### src/rtl/unidad_de_riesgos.sv
// Hazard-detection and pipeline-tracking unit: tracks destination registers of EXE/MEM/WB,
// stalls on load-use, freezes on slow data memory and flushes on a taken branch.
module unidad_de_riesgos #(
  parameter int ANCHO_REG  = 4,
  parameter int ANCHO_CNT  = 4,
  parameter int MAX_ESPERA = 12
) (
  input  logic                 clk,
  input  logic                 rst,
  input  logic [ANCHO_REG-1:0] RG_id,
  input  logic [ANCHO_REG-1:0] RP_id,
  input  logic [ANCHO_REG-1:0] RS_id,
  input  logic                 usa_RP_id,
  input  logic                 usa_RS_id,
  input  logic                 escribe_id,
  input  logic                 carga_id,
  input  logic                 mem_listo,
  input  logic                 salto_tomado,
  output logic [ANCHO_REG-1:0] RG_exe,
  output logic [ANCHO_REG-1:0] RG_mem,
  output logic [ANCHO_REG-1:0] RG_wb,
  output logic                 prohib_exe,
  output logic                 prohib_mem,
  output logic                 prohib_wb,
  output logic                 detener_pc,
  output logic                 detener_if_id,
  output logic                 burbuja_id_ex,
  output logic                 limpiar_if_id,
  output logic                 congelar,
  output logic                 error_mem
);

  localparam logic [ANCHO_CNT-1:0] LIMITE = ANCHO_CNT'(MAX_ESPERA);

  logic [ANCHO_REG-1:0] rg_exe_r, rg_mem_r, rg_wb_r;
  logic                 prohib_exe_r, prohib_mem_r, prohib_wb_r;
  logic                 carga_exe_r, carga_mem_r;
  logic [ANCHO_CNT-1:0] cnt_r;
  logic                 error_r;

  logic congelar_s, salto_s, carga_uso_s, riesgo_raw_s;

  // Hazard decode with fixed priority: memory freeze, then branch flush, then load-use stall
  always_comb begin
    congelar_s   = 1'b0;
    salto_s      = 1'b0;
    carga_uso_s  = 1'b0;
    riesgo_raw_s = carga_exe_r & ~prohib_exe_r &
                   ((usa_RP_id & (RP_id == rg_exe_r)) | (usa_RS_id & (RS_id == rg_exe_r)));
    if (!rst) begin
      congelar_s  = carga_mem_r & ~prohib_mem_r & ~mem_listo;
      salto_s     = salto_tomado & ~congelar_s;
      carga_uso_s = riesgo_raw_s & ~congelar_s & ~salto_tomado;
    end else begin
      congelar_s  = 1'b0;
      salto_s     = 1'b0;
      carga_uso_s = 1'b0;
    end
  end

  assign congelar      = congelar_s;
  assign detener_pc    = congelar_s | carga_uso_s;
  assign detener_if_id = congelar_s | carga_uso_s;
  assign burbuja_id_ex = salto_s | carga_uso_s;
  assign limpiar_if_id = salto_s;

  // Stage trackers: hold while frozen, otherwise shift with a bubble injected into EXE on flush/stall
  always_ff @(posedge clk) begin
    if (rst) begin
      rg_exe_r     <= {ANCHO_REG{1'b0}};
      rg_mem_r     <= {ANCHO_REG{1'b0}};
      rg_wb_r      <= {ANCHO_REG{1'b0}};
      prohib_exe_r <= 1'b1;
      prohib_mem_r <= 1'b1;
      prohib_wb_r  <= 1'b1;
      carga_exe_r  <= 1'b0;
      carga_mem_r  <= 1'b0;
    end else if (congelar_s) begin
      rg_exe_r     <= rg_exe_r;
      rg_mem_r     <= rg_mem_r;
      rg_wb_r      <= rg_wb_r;
      prohib_exe_r <= prohib_exe_r;
      prohib_mem_r <= prohib_mem_r;
      prohib_wb_r  <= prohib_wb_r;
      carga_exe_r  <= carga_exe_r;
      carga_mem_r  <= carga_mem_r;
    end else begin
      rg_wb_r      <= rg_mem_r;
      prohib_wb_r  <= prohib_mem_r;
      rg_mem_r     <= rg_exe_r;
      prohib_mem_r <= prohib_exe_r;
      carga_mem_r  <= carga_exe_r;
      if (salto_s | carga_uso_s) begin
        rg_exe_r     <= {ANCHO_REG{1'b0}};
        prohib_exe_r <= 1'b1;
        carga_exe_r  <= 1'b0;
      end else begin
        rg_exe_r     <= RG_id;
        prohib_exe_r <= ~escribe_id;
        carga_exe_r  <= carga_id;
      end
    end
  end

  // Memory-wait counter (saturating) and sticky timeout flag
  always_ff @(posedge clk) begin
    if (rst) begin
      cnt_r   <= {ANCHO_CNT{1'b0}};
      error_r <= 1'b0;
    end else if (congelar_s) begin
      if (cnt_r == LIMITE) begin
        cnt_r   <= cnt_r;
        error_r <= 1'b1;
      end else begin
        cnt_r   <= cnt_r + ANCHO_CNT'(1);
        error_r <= error_r;
      end
    end else begin
      cnt_r   <= {ANCHO_CNT{1'b0}};
      error_r <= error_r;
    end
  end

  assign RG_exe     = rg_exe_r;
  assign RG_mem     = rg_mem_r;
  assign RG_wb      = rg_wb_r;
  assign prohib_exe = prohib_exe_r;
  assign prohib_mem = prohib_mem_r;
  assign prohib_wb  = prohib_wb_r;
  assign error_mem  = error_r;

endmodule
### config.mk
export PLATFORM = sky130hd
export DESIGN_NAME = unidad_de_riesgos
export DESIGN_NICKNAME = d
export VERILOG_FILES = /design/src/rtl/unidad_de_riesgos.sv
export SDC_FILE = /design/constraint.sdc
export NUM_CORES = 1
export LEC_CHECK = 0
export CAP_MARGIN = 30
export CORE_AREA = 2 2 52 54
export DETAILED_ROUTE_END_ITERATION = 10
export DIE_AREA = 0 0 54 56
export GPL_TIMING_DRIVEN = 0
export HOLD_SLACK_MARGIN = 0.15
export MAX_ROUTING_LAYER = met4
export PLACE_DENSITY = 0.77
export SLEW_MARGIN = 0
export SYNTH_ARGS = -nofsm -noshare
export SYNTH_HDL_FRONTEND = slang
export SYNTH_SLANG_ARGS = --single-unit
### constraint.sdc
create_clock -name clk -period 1.9 [get_ports clk]
set_clock_uncertainty 0.05 [all_clocks]
set_input_delay 0.38 -clock clk [delete_from_list [all_inputs] [get_ports clk]]
set_output_delay 0.38 -clock clk [all_outputs]
set_load 0.005 [all_outputs]
==> qor.yml, run 1 <==
timing_worst_setup_path_type: "in -> out"
postSynth.topFlopCell: "dfxtp_1"
top_level_ports: 41
fp.dieW_um: 54
core-area_um2: 2430
placedInstanceArea_um2: 1390
final_period_util_pct: 115
tritoncts: "built"
buffer_ports.inserted: 40
dr.first_iter.drc_count: 16
timing.critical_path.from_type: "input pin"
synth.net_count: 120
hp-class: "in -> reg"
grtUsageMet2_pct: 39.0
grt-busiest-layer: "met2"
timing.critical_path.fanout_max: 2
intPower_uw: 664
netlist_instances: 98
drt_pre_antenna_iters: 4
unrepaired_setup_endpoints_after_global_routing: "true"
clock_tree.buffer_depth: 2
static-leakage-power_nw: 0.701
antenna_left: 0
synth_cell_types: 22
antenna_cells_inserted: 0
p_clk_share_pct: 30.6
route.vias.total: 964
synth.cell_area_um2: 948
clock.fmax_mhz: 459
layout-drive-gt1-share_pct: 36.9
drv.max_cap_violation_count: 0
grt_use_met3_pct: 3.76
net-switching-power_uw: 219
ys_seq_elements: 22
fin_setup_tns_ns: -0.576
syn_avg_cell_area_um2: 9.68
cp.arrival_ns: 1.75
area_growth_syn_to_layout_pct: 86.3
layout.cell_area.non_filler_um2: 1770
die-height_um: 56
groute.usage.overall_pct: 21.7
grt_max_degree: 13
synth-seq-area-share_pct: 46.4
crit_chain: "dlygate4sd2_1 -> xor2_4 -> nor4_4 -> o21ai_2 -> buf_4 -> nand2_4 -> buf_6 -> buf_6"
failing_checks: "negative setup slack"
max_slew_margin_pct: 69.4
cell_type_contributing_the_most_total_cell_area_after_synthesis: "dfxtp_1"
detail_route.wl_per_cell_um: 15.7
cpPeakStageDelay_ns: 0.35
grt_pass1_wl_mm: 4.62
clk_pin_slew_ns: 0.13
status: "finished, violations left"
pnr_worst_setup_slack_ns: -0.278
nFillCells: 182
crit_family: "buffers and inverters"
timing.critical_path.slowest_stage_cell: "nor4_4"
root_buffer: "clkbuf_4"
vias_per_cell: 5.07
postCtsHoldBufs: 0
clock_latency_ns: 0.32
power.combinational.fraction_pct: 14.8
ys.warnings.count: 0
critical_path_required_ns: 1.47
ir_drop_uv: 630
slew_viol_final: 0
globalRouteOverflowTotal: 0
crit_path_end_kind: "output pin"
period_needed_ns: 2.18
grt_met1_usage_pct: 22.4
crit_buf_inv: 4
p_seq_share_pct: 54.7
p_sw_share_pct: 24.8
post-synth-top-area-fraction_pct: 46.4
routed_wirelength_mm: 2.98
globalplace.congestion: 0.696
synthArstFlopShare_pct: 0
final_net_count: 183
initial_utilization_pct: 39.0
drcViolationCount: 0
tritoncts.num_buffers: 3
cellPowerDensity_nw_per_um2: 500
fp-row-count: 18
synth-edff-count: 0
number_of_hold_violations_in_the_final_report: 0
setup_viol: 3
die_area_um2: 3020
ctsHtreeMaxLevel: 1
clock_sink_count: 22
antenna_violations_before_repair: 0
critical_path.most_common_cell: "buf_6"
worst_slew_pin_slew_ns: 0.459
yosys-top-cells-area: "dfxtp_1, mux2i_1, nor2_1"
grt_pass1_vias: 1026
dp_hpwl_mm: 1.78
path summary, 6_finish.rpt:
check        cells after the start                   start  slack, ns                       to
max                              8                RP_id[1]      -0.28               detener_pc
min                              2                     rst       0.41  prohib_mem$_SDFFE_PP1N_
max reg2reg                      9  RG_exe[0]$_SDFFE_PP0N_       0.10   RG_exe[3]$_SDFFE_PP0N_
min reg2reg                      2  prohib_wb$_SDFFE_PP1N_       0.44   prohib_wb$_SDFFE_PP1N_
per-stage QoR:
step	utilization [%]	total power [mW]	setup WS, ns	hold WS [ns]	std cells
after floorplan	-	0.523	0.232	0.405	98
after global placement	57.0	0.592	-0.890	0.406	168
after detailed placement	57.0	0.594	-0.961	0.418	168
after CTS	71.4	0.864	-0.188	0.417	191
after global routing	72.6	0.920	-0.358	0.416	190
final	72.6	0.883	-0.278	0.411	190
cell type report:
| type | count | area (um2) | share of cell area [%] |
|---|---|---|---|
| plain buffers | 3 | 26.3 | 1.49 |
| clock buffers | 4 | 36.3 | 2.05 |
| inverters | 4 | 15.0 | 0.850 |
| multi-input cells | 69 | 656 | 37.1 |
| flip-flops and latches | 22 | 463 | 26.2 |
| well taps | 30 | 37.5 | 2.12 |
| repair buffers | 58 | 533 | 30.2 |
registers in the layout (all words and copies together), names as in the netlist:
register     cells
error_mem        1
prohib_wb        1
RG_exe           4
prohib_exe       1
cnt_r            4
RG_wb            4
carga_mem_r      1
carga_exe_r      1
prohib_mem       1
RG_mem           4
routing by layer:
metal  share of wire, %  routed length (um)
met3                4.8                 142
met1                 37                1100
met5                  0                   0
met4                1.5                  46
met2                 57                1690
synth_stat cells (all sizes together) (2+ instances only):
library cell,count
nor3b,2
nand2,2
nor2,19
nor3,4
a31oi,2
buf,2
ha,2
nor4,2
inv,4
a32o,5
o21ai,3
xnor2,3
dfxtp,22
xor2,6
nand3,4
mux2i,9
nand2b,4
cell families after synthesis:
group | Yosys count | share of synthesized area (%)
XOR/XNOR | 9 | 8.31
multiplexers | 9 | 9.50
buffers and inverters | 7 | 3.56
AND/OR/NAND/NOR | 38 | 20.8
AO/OA/AOI/OAI | 11 | 8.71
flip-flops | 22 | 46.4
adder cells (fa/ha/maj) | 2 | 2.64
cell usage in the layout (no fill, tap or decap), types with 2 or more instances in the layout:
| cell type | instances |
|---|---|
| a31oi_1 | 2 |
| a32o_1 | 5 |
| buf_4 | 14 |
| buf_6 | 8 |
| clkbuf_4 | 3 |
| clkdlybuf4s50_1 | 23 |
| dfxtp_1 | 14 |
| dfxtp_2 | 3 |
| dfxtp_4 | 5 |
| dlygate4sd2_1 | 13 |
| ha_1 | 2 |
| inv_1 | 3 |
| mux2i_1 | 9 |
| nand2b_1 | 2 |
| nand2b_4 | 2 |
| nand3_1 | 2 |
| nand3_2 | 2 |
| nor2_1 | 16 |
| nor2_4 | 2 |
| nor3_1 | 3 |
| nor4_4 | 2 |
| o21ai_0 | 2 |
| xnor2_2 | 2 |
| xor2_2 | 3 |
| xor2_4 | 3 |
power groups by stage:
stage                     clock network (mW)  registers (mW)  logic, mW
after CTS                              0.266           0.481      0.118
after detailed placement                   0           0.493      0.102
after floorplan                            0           0.491     0.0311
final                                  0.270           0.483      0.130
after global routing                   0.297           0.485      0.139
after global placement                     0           0.492     0.0998
worst reg2reg max path: cells and delay by family, from the launching register on:
kind / cells / cell delay (ns)
compound gates: 1 / 0.24
xor+xnor: 1 / 0.16
buf+inv: 5 / 0.50
flops: 1 / 0.41
simple gates: 2 / 0.34
timing repair:
action,CTS,global route
endpoints found under the hold margin,0,0
pin swaps,16,8
resized for setup,78,5
buffers inserted,19,2
setup endpoints to repair,5,9
Power figures use the tool's default switching activity.
==> run 2: changes to the inputs <==
Settings changed: CAP_MARGIN 30 to 20.
==> results of run 2 <==
No change in the layout: final DEF, timing and power equal those of run 1.
